[config.mk]
export PLATFORM = sky130hd
export DESIGN_NAME = byte_stream_fifo
export DESIGN_NICKNAME = d
export VERILOG_FILES = /design/src/rtl/byte_stream_fifo.sv
export SDC_FILE = /design/constraint.sdc
export NUM_CORES = 1
export LEC_CHECK = 0
export ABC_AREA = 1
export BUFFER_PORTS_ARGS = -buffer_cell sky130_fd_sc_hd__buf_2
export CAP_MARGIN = 20
export CORE_MARGIN = 3
export CORE_UTILIZATION = 55
export CTS_BUF_LIST = sky130_fd_sc_hd__clkbuf_16
export DETAILED_ROUTE_END_ITERATION = 12
export GPL_ROUTABILITY_DRIVEN = 0
export PLACE_DENSITY = 0.76
export SLEW_MARGIN = 20
export SYNTH_ARGS = -nofsm -noshare
export SYNTH_HDL_FRONTEND = slang
export SYNTH_SLANG_ARGS = --single-unit
[constraint.sdc]
create_clock -name clk -period 1.67 [get_ports clk]
set_clock_uncertainty 0.2 [all_clocks]
set_input_delay 0 -clock clk [delete_from_list [all_inputs] [get_ports clk]]
set_output_delay 0 -clock clk [all_outputs]
set_load 0.02 [all_outputs]
[src/rtl/byte_stream_fifo.sv]
// Single-clock byte FIFO with registered read port, occupancy level and
// sticky overflow/underflow flags for the downstream error handling.
module byte_stream_fifo #(
  parameter int unsigned WIDTH     = 8,
  parameter int unsigned DEPTH     = 16,
  parameter int unsigned AF_THRESH = DEPTH - 2
) (
  input  logic                     clk,
  input  logic                     rst,
  input  logic                     wr_en,
  input  logic [WIDTH-1:0]         wr_data,
  output logic                     full,
  output logic                     almost_full,
  input  logic                     rd_en,
  output logic [WIDTH-1:0]         rd_data,
  output logic                     rd_valid,
  output logic                     empty,
  output logic [$clog2(DEPTH):0]   level,
  output logic                     overflow,
  output logic                     underflow,
  input  logic                     clr_err
);

  localparam int unsigned AW = $clog2(DEPTH);
  localparam int unsigned LW = AW + 1;
  localparam logic [LW-1:0] DEPTH_L = LW'(DEPTH);
  localparam logic [LW-1:0] AF_L    = LW'(AF_THRESH);
  localparam logic          AF_RST  = (AF_THRESH == 0);

  logic [WIDTH-1:0] mem [DEPTH];
  logic [AW-1:0]    wr_ptr;
  logic [AW-1:0]    rd_ptr;
  logic             push;
  logic             pop;
  logic [LW-1:0]    level_nxt;

  // Accept decisions come from the registered flags only.
  always_comb begin
    push      = wr_en && !full;
    pop       = rd_en && !empty;
    level_nxt = level;
    if (push && !pop) begin
      level_nxt = level + LW'(1);
    end else if (pop && !push) begin
      level_nxt = level - LW'(1);
    end
  end

  // Storage is deliberately left out of reset.
  always_ff @(posedge clk) begin
    if (push && !rst) begin
      mem[wr_ptr] <= wr_data;
    end
  end

  always_ff @(posedge clk) begin
    if (rst) begin
      wr_ptr      <= '0;
      rd_ptr      <= '0;
      level       <= '0;
      empty       <= 1'b1;
      full        <= 1'b0;
      almost_full <= AF_RST;
      rd_valid    <= 1'b0;
      rd_data     <= '0;
      overflow    <= 1'b0;
      underflow   <= 1'b0;
    end else begin
      if (push) begin
        wr_ptr <= wr_ptr + AW'(1);
      end
      if (pop) begin
        rd_ptr  <= rd_ptr + AW'(1);
        rd_data <= mem[rd_ptr];
      end
      rd_valid    <= pop;
      level       <= level_nxt;
      empty       <= (level_nxt == '0);
      full        <= (level_nxt == DEPTH_L);
      almost_full <= (level_nxt >= AF_L);
      // A new error in the same cycle as clr_err keeps the flag set.
      overflow    <= (overflow  && !clr_err) || (wr_en && !push);
      underflow   <= (underflow && !clr_err) || (rd_en && !pop);
    end
  end

endmodule

# --- Word level (Yosys, flattened, before mapping) ---
# Memories as Yosys holds them, arrays and structs flattened. A register that Yosys moved wholly into a read port is not among the register bits.
# Index checks and enable logic that the tools add are counted.
classes:
  n_lt_le_gt_ge: 1
  shift: 0
  n_mul: 0
  eq_ne: 1
  bitwise_logic: 0
  addsub: 4
  n_div: 0
  muxes: 4
  n_reduce_logical: 18
op_table:
  columns: ["cell", "count"]
  rows:
  - ["$mux W5", 2]
  - ["$logic_and A1 B1 Y1", 9]
  - ["$add A4 B1 Y4 const B", 2]
  - ["$logic_not A1 Y1", 6]
  - ["$add A5 B1 Y5 const B", 1]
  - ["$eq A5 B5 Y1 const B", 1]
  - ["$ge A5 B4 Y1 const B", 1]
  - ["$logic_not A5 Y1", 1]
  - ["$sub A5 B1 Y5 const B", 1]
  - ["$logic_or A1 B1 Y1", 2]
  - ["$mux W1", 2]
word_totals:
  latchBits: 0
  reg_bits: 19
  memories: 1
  input_bits: 13
  mem_bits_ro: 0
  ram_bits: 128
mem_list:
  columns: ["name", "depth", "word_bits", "read_ports", "rd_clocked_by_memory_dff", "wr", "line_no", "text"]
  rows:
  - ["mem", 16, 8, 1, 1, 1, "30", "logic [WIDTH-1:0] mem [DEPTH];"]

# --- Logic depth before layout (Yosys ltp) ---
logic_depth:
  ltp_word: 7
  depth_mapped: 11
  depth_no_buf: 10

# --- Worst setup path before layout ---
# No wires, ideal clock.
synth_timing:
  kind: "register to register"
  from: "reg full"
  to: "mem mem[3][0], enable pin"
  synth_period_minus_slack_ns: 1.794
  setup_slack_ns: -0.124
  path_buffers: 1
  setup_time_ns: 0.370
  path_stages_with_launch: 5
  t_arrival_ns: 1.223
  cell_sequence: "dfxtp_1 > nor2_4 > buf_6 > nand2_1 > nor2_1"
synth_via:
  elab_chain_cells: 5
synth_rtl:
  columns: ["element", "line_no", "text"]
  rows:
  - ["start, declared", "12", "output logic full,"]
  - ["start signal, assigned", "79", "full <= (level_nxt == DEPTH_L);"]
  - ["$logic_not A1 Y1", "39", "push = wr_en && !full;"]
  - ["$logic_and A1 B1 Y1", "39", null]
  - ["$logic_and A1 B1 Y1", "51", "if (push && !rst) begin"]
  - ["$mux W1", "51", null]
  - ["$mux W1 (implied by the code)", "52", "mem[wr_ptr] <= wr_data;"]
  - ["end, declared", "30", null]
# Every way passes these cells.

==> impl_metrics.sql <==
INSERT INTO impl_metrics (metric_group, metric, value, unit) VALUES
('critical_path', 'critical_path.slowest_cell', 'dfxtp_4', ''),
('grt', 'grtUsageTotal', '24.35', '%'),
('yosys', 'yosys_most_used_dff', 'edfxtp_1', ''),
('grt', 'vias_in_the_first_global_route', '4610', ''),
('timing', 'fmax', '0.6053', 'GHz'),
('timing', 'worst_pin_slew', '433.4', 'ps'),
('placement', 'dpl_worst_slack', '60.56', 'ps'),
('yosys', 'synth_area', '6534', 'sq um'),
('timing', 'setup_slack', '17.79', 'ps'),
('grt', 'grt_antenna_before_repair', '0', ''),
('timing', 'maxSlewHeadroom', '71.10', '%'),
('power_and_ir_drop', 'total_power', '9.998', 'mW'),
('cells_and_area', 'drive_above_1_share', '16.76', '%'),
('critical_path', 'critPathArrivalTime', '1780', 'ps'),
('critical_path', 'crit_path_end_kind', 'register', ''),
('cells_and_area', 'num-nets-final', '711', ''),
('routing', 'wirelength', '16020', 'um'),
('yosys', 'synth.top_cells.by_count', '207 x nand2_1, 128 x edfxtp_1, 125 x nand3_1', ''),
('power_and_ir_drop', 'cellPowerDensity', '1280', 'nW/um^2'),
('placement', 'port_buffers', '31', ''),
('grt', 'globalRoute.totalOverflow', '0', ''),
('clocking', 'cts_max_level', '4', ''),
('yosys', 'dominant_cells_by_area_after_synthesis', 'edfxtp_1 59%, nand2_1 12%, nand3_1 9.6%', ''),
('yosys', 'synth_seq_cells', '155', ''),
('timing', 'min_period_over_period', '98.93', '%'),
('power_and_ir_drop', 'cell_internal_pwr', '7.346', 'mW'),
('critical_path', 'path_class', 'reg -> reg', ''),
('critical_path', 'regToRegSetupSlack', '20', 'ps'),
('timing', 'rsz_0062_raised_after_global_routing', 'true', ''),
('routing', 'via_per_inst', '5.837', ''),
('critical_path', 'worstRegToRegCells', '10', ''),
('floorplanning', 'floorplan.die.height', '115.0', 'um'),
('outcome', 'status', 'complete, no violations', ''),
('timing', 'report.final.slew_viol_count', '0', ''),
('yosys', 'synth_edf_count', '128', ''),
('routing', 'drtIter0Drc', '699', ''),
('job', 'max_cap_viol_count', '0', ''),
('yosys', 'seq_area_frac_synth', '67.10', '%'),
('cells_and_area', 'area_growth_syn_to_layout', '19.53', '%'),
('clocking', 'cts-buffers-inserted', '17', ''),
('clocking', 'cts_setup_buffers', '0', ''),
('timing', 'setup_viol', '0', ''),
('yosys', 'gate_count_after_technology_mapping', '623', ''),
('yosys', 'yosys.area.top_type_share', '58.83', '%'),
('yosys', 'synth_warnings', '0', ''),
('power_and_ir_drop', 'max-vdd-ir-drop', '0.7231', 'mV'),
('power_and_ir_drop', 'p_seq_share', '44.2', '%'),
('critical_path', 'series_of_cell_instances_along_the_critical_path', 'inv_4 > buf_12 > nand2_1 > nand3_1 > nand3_1 > nand2_1 > nand2_1 > nand3_2 > nand2_1 > inv_1', ''),
('critical_path', 'critical_path.startpoint_type', 'register', ''),
('clocking', 'clock_insertion_delay_worst_skew', '420', 'ps'),
('yosys', 'synth_most_common_cell', 'nand2_1', ''),
('cells_and_area', 'n_diodes', '0', ''),
('placement', 'place_inst', '799', ''),
('critical_path', 'worst-path-max-fanout', '20', ''),
('routing', 'drt_pass1_iterations', '8', ''),
('clocking', 'max-clock-path-buffers', '2', ''),
('critical_path', 'timing.rr.start', 'rd_ptr[0]', ''),
('placement', 'place_hpwl', '9523', 'um'),
('min_path', 'holdPathStages', '2', ''),
('clocking', 'cts.clk_slew.worst_paths', '60', 'ps'),
('floorplanning', 'coreArea', '11520', 'sq um'),
('clocking', 'clk_root_buffer_cell', 'clkbuf_16', ''),
('routing', 'antenna_violating_nets_post_route', '0', ''),
('power_and_ir_drop', 'comb_power_share', '17.3', '%'),
('cells_and_area', 'post_layout_nonfiller_instances', '847', ''),
('routing', 'via_count', '4944', ''),
('critical_path', 'path_common_cell', 'nand2_1', ''),
('critical_path', 'slowest_delay', '410', 'ps'),
('yosys', 'synth.avg_cell_area', '10.49', 'sq um'),
('routing', 'detail_route.wl_per_cell', '18.91', 'um'),
('timing', 'hold_viol_final', '0', '');
[sequential cells by signal, summed over array words and instances (netlist names)]
register     flops
mem            128
rd_data          8
level            5
rd_ptr           4
wr_ptr           4
almost_full      1
empty            1
full             1
overflow         1
rd_valid         1
underflow        1
[cells in the final DEF, fill, tap and decap left out, drive strengths merged]
master and n:
nand3 127, nor3 2, inv 28, dlygate4sd3 14
nand2 210, clkinv 10, clkbuf 19, dfxtp 27
xor2 2, bufinv 4, buf 64, o21ai 3
nor4 1, a21oi 12, nor2 45, edfxtp 128
ha 7, nand3b 1
[cells by family after synthesis]
family	share of synthesized area, %
buffers and inverters	4.787
XOR/XNOR	0.2681
flip-flops	67.10
AO/OA/AOI/OAI	1.149
adder cells (fa/ha/maj)	1.340
AND/OR/NAND/NOR	25.35
[final cells by class]
class                      count  area [sq um]
clock buffer                  17         425.4
clock inverter                15         165.2
fill                         805          3706
inverter                      27         106.4
multi-input combinational    410          1897
sequential                   155          4390
tap                          143         178.9
timing repair buffer          80         646.9
[power groups by stage]
stage / clock network, mW / logic, mW / registers [mW]
after global routing: 4.02 / 1.88 / 4.44
final: 3.85 / 1.73 / 4.42
after global placement: 0 / 1.53 / 4.48
after floorplan: 0 / 0.990 / 4.57
after CTS: 3.87 / 1.60 / 4.41
after detailed placement: 0 / 1.56 / 4.49
[worst max-delay path: cells and delay by family (launching register included)]
family | cells | cell delay [ps]
buf+inv | 3 | 270
flops | 1 | 410
simple gates | 7 | 670
[how the worst max path moves through the flow]
stage,start,to,slack [ps]
4_1_cts,level[0],full,50
3_5_place_dp,level[0],full,60
2_1_floorplan,full,mem[15][0],-120
3_3_place_gp,rd_ptr[0],rd_data[0],110
6_report,rd_ptr[0],rd_data[5],20
5_1_grt,full,almost_full,-70
[metrics by stage]
step / TNS [ps] / hold WS [ps] / area, sq um / utilization [%]
4_1_cts: 0 / 316.3 / 7694 / 66.81
3_5_place_dp: 0 / 70.74 / 6963 / 60.46
6_report: 0 / 311.3 / 7810 / 67.82
2_1_floorplan: -12680 / -101.1 / 6541 / -
5_1_grt: -1119 / 342.0 / 7810 / 67.82
3_3_place_gp: 0 / 61.73 / 6963 / 60.46
[timing repair]
action | in CTS | in global routing
hold endpoints to repair | 154 | 0
hold buffers | 14 | 0
resized for setup | 0 | 18
setup endpoints to repair | 0 | 68
[routing by layer]
layer	part of all wire, %	track usage, %	vias to the layer above
li1	-	-	2257
met5	0	0	-
met3	7.9	5.000	64
met1	40	31.59	2333
met2	48	38.97	290
met4	4.4	12.60	0
Power figures use the tool's default switching activity.
